File: src/rtl/rob_ptr_ctrl.sv
// Reorder-buffer head/tail/occupancy controller: in-order allocation, completion
// tracking, contiguous multi-lane retirement and one-cycle flush recovery.
module rob_ptr_ctrl #(
  parameter  int NUM_ROB_ENTS   = 64,
  parameter  int DISPATCH_WIDTH = 2,
  parameter  int RETIRE_WIDTH   = 2,
  localparam int IDX_W          = $clog2(NUM_ROB_ENTS)
) (
  input  logic                              clk,
  input  logic                              rst,
  input  logic [DISPATCH_WIDTH-1:0]         alloc_req,
  output logic [DISPATCH_WIDTH-1:0]         alloc_gnt,
  output logic [DISPATCH_WIDTH*IDX_W-1:0]   alloc_idx,
  input  logic                              complete_valid,
  input  logic [IDX_W-1:0]                  complete_idx,
  output logic [RETIRE_WIDTH-1:0]           retire_valid,
  output logic [RETIRE_WIDTH*IDX_W-1:0]     retire_idx,
  input  logic                              retire_ready,
  input  logic                              flush,
  output logic [IDX_W:0]                    free_count,
  output logic                              full,
  output logic                              empty
);

  localparam int CNT_W = IDX_W + 1;

  typedef enum logic {
    RUN   = 1'b0,
    FLUSH = 1'b1
  } state_e;

  state_e                  state_q, state_d;
  logic [IDX_W-1:0]        head_q, head_d;
  logic [IDX_W-1:0]        tail_q, tail_d;
  logic [CNT_W-1:0]        count_q, count_d;
  logic [NUM_ROB_ENTS-1:0] done_q, done_d;

  logic                    run;
  logic [CNT_W-1:0]        n_alloc;
  logic [CNT_W-1:0]        n_ret;
  logic [IDX_W-1:0]        comp_ofs;
  logic                    comp_hit;

  // FSM: state register
  always_ff @(posedge clk) begin
    if (!rst) state_q <= RUN;
    else      state_q <= state_d;
  end

  // FSM: next state. FLUSH lasts one cycle unless flush is held.
  always_comb begin
    state_d = flush ? FLUSH : RUN;
  end

  // FSM: outputs
  always_comb begin
    run = (state_q == RUN);
  end

  // NOTE: every always_comb output gets a default on entry, so no path leaves it unassigned and no latch is inferred.
  always_comb begin
    logic chain;
    alloc_gnt = '0;
    alloc_idx = '0;
    n_alloc   = '0;
    chain     = run;
    for (int i = 0; i < DISPATCH_WIDTH; i++) begin
      // The chain stops at the first clear or unfittable lane, keeping grants thermometer-coded.
      chain = chain && alloc_req[i] &&
              ({1'b0, count_q} + (CNT_W+1)'(i + 1) <= (CNT_W+1)'(NUM_ROB_ENTS));
      alloc_gnt[i]                  = chain;
      alloc_idx[i*IDX_W +: IDX_W]   = tail_q + IDX_W'(i);
      if (chain) n_alloc = n_alloc + CNT_W'(1);
    end
  end

  always_comb begin
    logic chain;
    retire_valid = '0;
    retire_idx   = '0;
    n_ret        = '0;
    chain        = run;
    for (int i = 0; i < RETIRE_WIDTH; i++) begin
      chain = chain && (CNT_W'(i) < count_q) && done_q[head_q + IDX_W'(i)];
      retire_valid[i]              = chain;
      retire_idx[i*IDX_W +: IDX_W] = head_q + IDX_W'(i);
      if (chain && retire_ready) n_ret = n_ret + CNT_W'(1);
    end
  end

  always_comb begin
    comp_ofs = complete_idx - head_q;
    comp_hit = run && complete_valid && ({1'b0, comp_ofs} < count_q);
  end

  assign free_count = CNT_W'(NUM_ROB_ENTS) - count_q;
  assign full       = (count_q == CNT_W'(NUM_ROB_ENTS));
  assign empty      = (count_q == '0);

  // NOTE: next-state logic uses blocking assignments so later writes to done_d refine earlier ones in order.
  always_comb begin
    head_d  = head_q;
    tail_d  = tail_q;
    count_d = count_q;
    done_d  = done_q;
    if (flush) begin
      head_d  = '0;
      tail_d  = '0;
      count_d = '0;
      done_d  = '0;
    end else if (run) begin
      head_d  = head_q + IDX_W'(n_ret);
      tail_d  = tail_q + IDX_W'(n_alloc);
      count_d = count_q + n_alloc - n_ret;
      if (comp_hit) done_d[complete_idx] = 1'b1;
      for (int i = 0; i < RETIRE_WIDTH; i++)
        if (retire_ready && retire_valid[i]) done_d[head_q + IDX_W'(i)] = 1'b0;
      // Freshly granted slots lie outside the occupied window, so clearing them never hides a live completion.
      for (int i = 0; i < DISPATCH_WIDTH; i++)
        if (alloc_gnt[i]) done_d[tail_q + IDX_W'(i)] = 1'b0;
    end
  end

  // NOTE: the done bits are control state, not payload storage, so they are reset with the pointers.
  always_ff @(posedge clk) begin
    if (!rst) begin
      head_q  <= '0;
      tail_q  <= '0;
      count_q <= '0;
      done_q  <= '0;
    end else begin
      head_q  <= head_d;
      tail_q  <= tail_d;
      count_q <= count_d;
      done_q  <= done_d;
    end
  end

endmodule

File: config.mk
export PLATFORM = sky130hd
export DESIGN_NAME = rob_ptr_ctrl
export DESIGN_NICKNAME = d
export VERILOG_FILES = /design/src/rtl/rob_ptr_ctrl.sv
export SDC_FILE = /design/constraint.sdc
export NUM_CORES = 1
export LEC_CHECK = 0
export BUFFER_PORTS_ARGS = -buffer_cell sky130_fd_sc_hd__buf_4
export CORE_MARGIN = 1
export CORE_UTILIZATION = 30
export DETAILED_ROUTE_END_ITERATION = 10
export SETUP_SLACK_MARGIN = 0.2
export SLEW_MARGIN = 0
export SYNTH_ARGS = -nofsm -noshare
export SYNTH_HDL_FRONTEND = slang
export SYNTH_SLANG_ARGS = --single-unit
export TNS_END_PERCENT = 5
File: constraint.sdc
create_clock -name clk -period 7.5 [get_ports clk]
set_input_delay 1.125 -clock clk [delete_from_list [all_inputs] [get_ports clk]]
set_output_delay 1.125 -clock clk [all_outputs]
set_load 0.01 [all_outputs]
==> Word-level counts from Yosys, hierarchy flattened <==
Cells that the tools add are included.
{ "totals": {"register_bits": 84, "latch_bits": 0, "ram_bits": 0, "mem_bits_ro": 0, "in_bits": 13, "out_inout_bits": 37, "word_cells": 95, "mem_count": 0} }
{ "classes": {"addsub": 12, "mul": 0, "div_mod_pow": 0, "order_cmp": 15, "eq_ne": 1, "n_shift": 0, "mux": 32, "bitwise": 11, "reduce_logical": 19} }
{ "op_table": {"columns": ["operator", "n"], "rows": [
  ["64-bit 2-to-1 mux", 13],
  ["64-bit AND", 4],
  ["64-bit NOT", 4],
  ["64-bit bitwise OR", 1],
  ["6-bit by 7-bit < comparator with 1-bit output, second input constant", 5],
  ["1-bit demux with 6-bit select", 5],
  ["6-bit by 1-bit greater-or-equal comparator with 1-bit output, second input constant", 5],
  ["1-bit logical AND", 17],
  ["8-bit by 7-bit <= comparator with 1-bit output, second input constant", 2],
  ["7-bit by 1-bit adder with 7-bit output, second input constant", 2],
  ["1-bit by 7-bit < comparator with 1-bit output, first input constant", 2],
  ["7-bit 2-to-1 mux", 2],
  ["6-bit by 1-bit adder with 6-bit output, second input constant", 2],
  ["6-bit adder", 2],
  ["1-bit binary-select mux with 6-bit select", 2],
  ["1-bit 2-to-1 mux", 10],
  ["7-bit by 1-bit adder with 8-bit output, second input constant", 1],
  ["7-bit by 2-bit adder with 8-bit output, second input constant", 1],
  ["7-bit adder", 1],
  ["7-bit equality test, second input constant", 1],
  ["7-bit logical NOT", 1],
  ["6-bit by 7-bit < comparator with 1-bit output", 1],
  ["7-bit subtractor", 1],
  ["7-bit subtractor, first input constant", 1],
  ["3 further kinds", 4]
]} }

==> Logic depth before layout (Yosys ltp) <==
Gate-level depths: netlist of the first run.
{ "logic_depth": {"word_depth": 22, "ltp_mapped": 27, "ltp_nobuf": 24} }

==> Worst setup path before layout of the first run <==
OpenSTA, ideal clock, no wires.
{ "synth_timing": {"kind": "register to register", "startpoint": "reg head_q[0]", "endpoint": "reg count_q[6]", "setup_time_ns": 0.086, "t_arrival_ns": 4.461, "required_ns": 7.414, "slack_ns": 2.953, "path_stages_with_launch": 24, "path_buffers": 2, "period_less_slack_ns": 4.547, "cell_sequence": "dfxtp_1 > ha_1 > buf_1 > buf_2 > mux2_2 > o21ai_0 > nand2_1 > a31o_2 > nor3b_1 > nor3b_1 > ha_1 > ha_1 > inv_1 > ha_1 > inv_1 > fa_1 > nand2b_1 > a21oi_1 > nor2_1 > o21bai_1 > a21oi_1 > xor2_1 > nor2_1 > a211oi_1"} }
{ "synth_between": {"elab_cells_between_ends": 14, "cone_classes": "add/sub (3); mux (6); reduce/logical (5)"} }
{ "synth_lines": {"columns": ["item", "line", "text"], "rows": [
  ["start: declaration", "33", "logic [IDX_W-1:0] head_q, head_d;"],
  ["start signal: assignment", "127", "head_q <= '0;"],
  ["start signal: assignment", "132", "head_q <= head_d;"],
  ["6-bit by 1-bit adder with 6-bit output", null, null],
  ["net retire_idx[7]", "17", "output logic [RETIRE_WIDTH*IDX_W-1:0] retire_idx,"],
  ["1-bit binary-select mux with 6-bit select", "84", "chain = chain && (CNT_W'(i) < count_q) && done_q[head_q + IDX_W'(i)];"],
  ["1-bit 2-to-1 mux (not written as such)", "84", null],
  ["1-bit logical AND", "84", null],
  ["1-bit logical AND", "87", "if (chain && retire_ready) n_ret = n_ret + CNT_W'(1);"],
  ["7-bit 2-to-1 mux", "87", null],
  ["7-bit subtractor", "114", "count_d = count_q + n_alloc - n_ret;"],
  ["end signal: assignment", "134", "count_q <= count_d;"],
  ["end: declaration", "35", "logic [CNT_W-1:0] count_q, count_d;"]
]} }
The timed path passes the listed nets, and every way through them passes these cells. The select of a mux whose other input is x is not followed.
A chain may end at the register's enable or synchronous reset.

==> Final worst setup path of the first run <==
{ "layout_timing": {"startpoint": "reg head_q[2]", "endpoint": "reg count_q[6]"} }
{ "layout_between": {"elab_chain_len": 8, "elab_cells_between_ends": 14, "cone_classes": "add/sub (3); mux (6); reduce/logical (5)"} }
{ "layout_lines": {"columns": ["item", "line"], "rows": [
  ["1-bit binary-select mux with 6-bit select", "84"],
  ["1-bit 2-to-1 mux (not written as such)", "84"],
  ["1-bit logical AND", "84"],
  ["1-bit logical AND (on tied branches)", "87, 84"],
  ["1-bit 2-to-1 mux or 1-bit logical AND (tied branches)", "87, 84"],
  ["7-bit by 1-bit adder with 7-bit output or 1-bit logical AND (tied branches)", "87"],
  ["7-bit 2-to-1 mux *", "87"],
  ["7-bit subtractor *", "114"]
]} }
Mark *: on every way between the ends. The rest lies on a longest branch, timed or not. The select of a mux whose other input is x is not followed.

==> results of run 1 <==
report_power, final:
group / switching [mW] / leakage, nW / internal, mW
combinational: 0.168 / 2.02 / 0.0874
clock: 0.215 / 0.143 / 0.245
sequential: 0.0136 / 0.678 / 0.450
logic make-up after synthesis:
| group | count (synthesis) | share of synthesized area [%] |
|---|---|---|
| simple gates | 369 | 22.7 |
| compound gates | 321 | 28.7 |
| buf+inv | 139 | 7.90 |
| flops | 84 | 21.4 |
| mux | 48 | 8.38 |
| fa+ha+maj | 41 | 7.01 |
| xor+xnor | 34 | 3.89 |
layer usage:
metal  up-vias  share of wire (%)  global-route usage, %
li1       3846                  -                      -
met2       757                 40                   37.0
met5         -                  0                      0
met1      4224                 40                   36.2
met3       142                 15                   8.69
met4         0                5.0                   11.6
synth_stat cells, drive strengths merged, types with 10 or more instances:
library cell,instances
nor2b,12
mux2i,32
a41oi,11
nor4,12
nand4,10
nor2,120
inv,43
or3,10
o221ai,21
xnor2,27
a211o,22
nand3,43
a31oi,35
mux4,14
buf,44
o31ai,14
clkbuf,50
dfxtp,84
o211ai,11
nand2b,10
and3,11
a221oi,19
a21oi,79
o21ai,24
ha,36
nor3,37
a211oi,25
nand2,71
how the worst max path moves through the flow:
| stage | from | to | slack [ns] | depth (start not counted) |
|---|---|---|---|---|
| after floorplan | head_q[0] | count_q[6] | 2.95 | 23 |
| after global placement | head_q[2] | count_q[6] | 2.33 | 24 |
| after detailed placement | head_q[2] | count_q[6] | 2.22 | 24 |
| after CTS | head_q[2] | count_q[6] | 2.21 | 24 |
| after global routing | head_q[2] | count_q[6] | 1.75 | 24 |
| final | head_q[2] | count_q[6] | 2.11 | 24 |
final cells by class:
| class | count | area, um2 | area share [%] |
|---|---|---|---|
| flip-flops and latches | 84 | 1680 | 19.6 |
| repair buffers | 59 | 443 | 5.16 |
| clock buffers | 12 | 256 | 2.99 |
| inverters | 45 | 176 | 2.06 |
| clock inverters | 4 | 31.3 | 0.364 |
| well taps | 330 | 413 | 4.81 |
| multi-input cells | 813 | 5580 | 65.0 |
worst reg2reg max path, stage by stage (launching register included):
cell and delay [ns]:
dfxtp_1 0.79, xnor2_2 0.13, buf_4 0.25, inv_2 0.44, nand2_1 0.12, a311oi_1 0.27
a21oi_1 0.07, o31a_1 0.30, a211oi_1 0.28, nand2_1 0.12, nor3b_1 0.33, ha_1 0.32
ha_1 0.28, inv_1 0.06, ha_1 0.16, inv_1 0.06, fa_1 0.37, nand2b_1 0.17
a21oi_1 0.15, nor2_1 0.08, o21bai_1 0.12, a21oi_1 0.09, xor2_1 0.14, nor2_1 0.06
a211oi_1 0.16
sequential cells by signal (all words and copies together), names as in the netlist:
| name | flops |
|---|---|
| done_q | 64 |
| count_q | 7 |
| head_q | 6 |
| tail_q | 6 |
| state_q | 1 |
metrics by stage:
step                      power [mW]  instances
after CTS                       1.17       1347
final                           1.18       1347
after detailed placement       0.719       1331
after global routing            1.21       1347
after global placement         0.719       1331
after floorplan                0.631       1036
==> impl_metrics.ini, run 1 <==
[global_routing]
grt_usage_pct = 26.4
overflow = 0
grt_pass1_vias = 8007
grt_pass1_wl_um = 51800
grt_max_degree = 58
antenna_found_initial = 0

[floorplan]
io-pin-count = 50
dieArea_mm2 = 0.0268
fp.dieW_um = 164
coreArea_mm2 = 0.0254
initial_core_util_pct = 30.9
die-height_um = 164
rows = 58

[timing]
drv_slew = 0
worst_pin_slew_ns = 1.23
fin_ws_ns = 2.11
rsz0062_at_grt = false
setup_viol = 0
finalCritPeriodShare_pct = 71.8
skew_ns = 0.0115
fin_crit_ns = 5.39
clock.fmax_ghz = 0.186
slew_headroom_pct = 17.9
holdWs_ns = 0.532
setup-tns-final_ns = 0
hold_violations = 0

[layout]
final_common_cell = nor2_1
fin_util_pct = 33.8
nFillCells = 2708
area_growth_pct = 9.25
layout_common_cells = nor2_1 (120), dfxtp_1 (83), a21oi_1 (78)
diodes = 0
postLayoutCellArea_mm2 = 0.00858
nets = 1066
drive_gt1_share_pct = 10.9

[synthesis]
async_flop_share_pct = 0
synthTopCellsByArea = dfxtp_1 (21%), ha_1 (5.7%), nor2_1 (5.7%)
yosysTopAreaCellShare_pct = 21.4
ys_warn_count = 0
syn_inst = 1036
synth_edf_count = 0
synth_area_mm2 = 0.00786
synth_area_leader_cell = dfxtp_1
synth-seq-area-share_pct = 21.4
synthDistinctLibCells = 70
synth_ff_type = dfxtp_1
ys_ff_latch = 84
avgSynthCellArea_um2 = 7.58
syn_nets = 1090

[route]
routedWlPerCell_um = 26.4
totalWireLength_um = 35500
via_count = 8969
drt_iter0_markers = 1573
routed_via_density = 6.66
drc_errors = 0
ant_nets = 0
firstDrtPassIters = 6

[setup_path]
cp_data_required_time_ns = 7.79
r2r-end = count_q[6]
cp-start-kind = flip-flop
rr_worst_depth = 24
r2r_start = head_q[2]
cp_data_arrival_time_ns = 5.67
cp_max_fo = 27
worst_setup_path_end_kind = flip-flop
timing.reg2reg.setup_slack_ns = 2.11
path_buf_inv = 4
crit_family = compound AO/OA/AOI/OAI gates
crit_slowest_cell = dfxtp_1
path_cells = xnor2_2 -> buf_4 -> inv_2 -> nand2_1 -> a311oi_1 -> a21oi_1 -> o31a_1 -> a211oi_1 -> nand2_1 -> nor3b_1 -> ha_1 -> ha_1 -> inv_1 -> ha_1 -> inv_1 -> fa_1 -> nand2b_1 -> a21oi_1 -> nor2_1 -> o21bai_1 -> a21oi_1 -> xor2_1 -> nor2_1 -> a211oi_1
crit_type = reg2reg
crit_path_max_incr_delay_ns = 0.79

[hold_path]
hold_path.startpoint = done_q[36]
hold_depth = 2
whs_endpoint = done_q[36]
hold_class = reg2reg

[cts]
cts_resized = 0
cts_max_level = 3
cts_made_buffers = 9
ctsHoldBuffers = 0
clock_sinks = 84
clock_latency_ns = 0.37
cts-root-buf = clkbuf_16
cts_setup_buffers = 0
clock_path_buffers = 2
cts_tree = built
clkTransAtPathRegs_ns = 0.07

[placed_design]
routabilityCongestion = 1.01
dp_slack_ns = 2.22
hpwl_um = 26700
io_buffers = 49
placed_area_mm2 = 0.00830

[status]
status = complete, no violations

[pwr]
p_per_area_mw_per_mm2 = 137
cellLeakagePower_nw = 2.84
ir_worst_vdd_mv = 0.0837

[run]
maxCapViolations = 0
(Power assumes the default switching activity.)
==> run 2: changes to the inputs <==
==> constraint.sdc (replaced) <==
create_clock -name clk -period 5 [get_ports clk]
set_input_delay 0.75 -clock clk [delete_from_list [all_inputs] [get_ports clk]]
set_output_delay 0.75 -clock clk [all_outputs]
set_load 0.01 [all_outputs]
==> run 2 against run 1 <==
Sequential cell count unchanged. Routed wire length increased by 7.8%. Worst setup slack got worse by 1.6 ns. Combinational power increased by 62%. Highest routed layer unchanged. Sequential share of layout area decreased by 0.83 points. First-iteration DRC count increased by 1.3%. Largest power group is now the clock network.
==> impl_metrics.ini, run 2 (synthesis results as in run 1) <==
[timing]
skew_ns = 0.00877
worst_pin_slew_ns = 1.34
clock.fmax_ghz = 0.221
fin_crit_ns = 4.52
fin_ws_ns = 0.477
rsz0062_at_grt = false
hold_violations = 0
setup-tns-final_ns = 0
finalCritPeriodShare_pct = 90.5
holdWs_ns = 0.511
drv_slew = 0
setup_viol = 0
slew_headroom_pct = 9.52

[cts]
cts_setup_buffers = 0
clock_sinks = 84
clock_latency_ns = 0.36
cts_made_buffers = 9
ctsHoldBuffers = 0
cts_max_level = 3
cts-root-buf = clkbuf_16
cts_tree = built
clkTransAtPathRegs_ns = 0.07
clock_path_buffers = 2

[route]
drt_iter0_markers = 1594
drc_errors = 0
routed_via_density = 6.59
routedWlPerCell_um = 27.7
via_count = 9109
totalWireLength_um = 38300
ant_nets = 0
firstDrtPassIters = 9

[layout]
top_regs = done_q x64, count_q x7
nets = 1101
final_common_cell = nor2_1
largest_register = done_q
area_growth_pct = 14.4
diodes = 0
largest_register_ffs = 64
fin_util_pct = 35.4
nFillCells = 2687
postLayoutCellArea_mm2 = 0.00898
final-instance-count-excl-fill = 1382
layout_common_cells = nor2_1 (120), buf_4 (87), dfxtp_1 (82)
drive_gt1_share_pct = 14.7

[placed_design]
hpwl_um = 29100
place_inst = 1364
dp_slack_ns = 0.203
routabilityCongestion = 1.06
io_buffers = 49
placed_area_mm2 = 0.00857

[pwr]
switching_share_pct = 33.4
p_int_mw = 1.21
p_per_area_mw_per_mm2 = 202
switchingPower_uw = 606
clockPowerShare_pct = 39.1
cellLeakagePower_nw = 3.05
p_total_mw = 1.81
p_comb_share_pct = 22.8
seq_power_share_pct = 38.1
ir_worst_vdd_mv = 0.111

[hold_path]
hold_path.startpoint = done_q[33]
whs_endpoint = done_q[33]
hold_depth = 2
hold_class = reg2reg

[floorplan]
die-height_um = 164
rows = 58
initial_core_util_pct = 30.9
io-pin-count = 50
dieArea_mm2 = 0.0268
coreArea_mm2 = 0.0254
fp.dieW_um = 164

[setup_path]
crit_path_max_incr_delay_ns = 0.49
crit_top_cell = ha_1
path_cells = buf_12 -> mux2i_1 -> mux4_2 -> o32ai_2 -> a311oi_2 -> a31o_1 -> a211oi_2 -> nand2_1 -> nor3b_2 -> ha_1 -> ha_1 -> inv_1 -> ha_1 -> inv_1 -> fa_1 -> nand2b_1 -> a21oi_1 -> nor2_1 -> o21bai_1 -> a21oi_1 -> xor2_1 -> nor2_1 -> a211oi_1
r2r-end = count_q[6]
cp_data_arrival_time_ns = 4.80
r2r_start = head_q[0]
rr_worst_depth = 23
cp_max_fo = 10
crit_type = reg2reg
cp_data_required_time_ns = 5.28
timing.reg2reg.setup_slack_ns = 0.48
worst_setup_path_end_kind = flip-flop
cp-start-kind = flip-flop
crit_slowest_cell = mux4_2

[global_routing]
grt_usage_pct = 28.5
antenna_found_initial = 0
grt_pass1_vias = 8354
grt_max_degree = 40
grt_pass1_wl_um = 55500
overflow = 0

[status]
status = complete, no violations

[run]
maxCapViolations = 0
[run 2: final cells by class]
class	instances	area, um2	area share, %
multi-input combinational	813	5640	62.7
timing repair buffer	94	777	8.65
clock buffer	10	229	2.55
inverter	45	179	1.99
sequential	84	1690	18.8
tap	330	413	4.60
clock inverter	6	65.1	0.724
[run 2: how the worst max path moves through the flow]
stage	depth (start not counted)	to	start	slack, ns
3_5_place_dp	23	count_q[6]	head_q[0]	0.20
6_report	23	count_q[6]	head_q[0]	0.48
3_3_place_gp	23	count_q[6]	head_q[0]	0.32
4_1_cts	23	count_q[6]	head_q[0]	0.28
2_1_floorplan	23	count_q[6]	head_q[0]	0.45
5_1_grt	24	count_q[6]	head_q[0]	0.22
[run 2: worst max-delay path: cells and delay by family (launching register included)]
| family | cells | cell delay (ns) |
|---|---|---|
| adder cells (fa/ha/maj) | 4 | 1.08 |
| multiplexers | 2 | 0.62 |
| flip-flops | 1 | 0.38 |
| buffers and inverters | 3 | 0.28 |
| XOR/XNOR | 1 | 0.13 |
| AO/OA/AOI/OAI | 8 | 1.32 |
| AND/OR/NAND/NOR | 5 | 0.63 |
[run 2: per-layer routing]
layer	vias to the layer above	share of wire (%)	GRT usage, %
met5	-	0	0
met4	0	5.9	15.6
met3	162	14	9.42
met2	693	40	39.2
met1	4319	41	38.7
li1	3935	-	-
[run 2: what timing repair did]
action,4_1_cts,5_1_grt
gates cloned,0,2
pin swaps,0,1
endpoints found under the setup margin,1,3
resized for setup,1,14
[run 2: power groups by stage]
stage          Clock, mW  Sequential [mW]  Combinational (mW)
6_report           0.708            0.691               0.414
3_5_place_dp           0            0.706               0.395
3_3_place_gp           0            0.707               0.396
4_1_cts            0.705            0.691               0.397
2_1_floorplan          0            0.700               0.247
5_1_grt            0.740            0.692               0.440
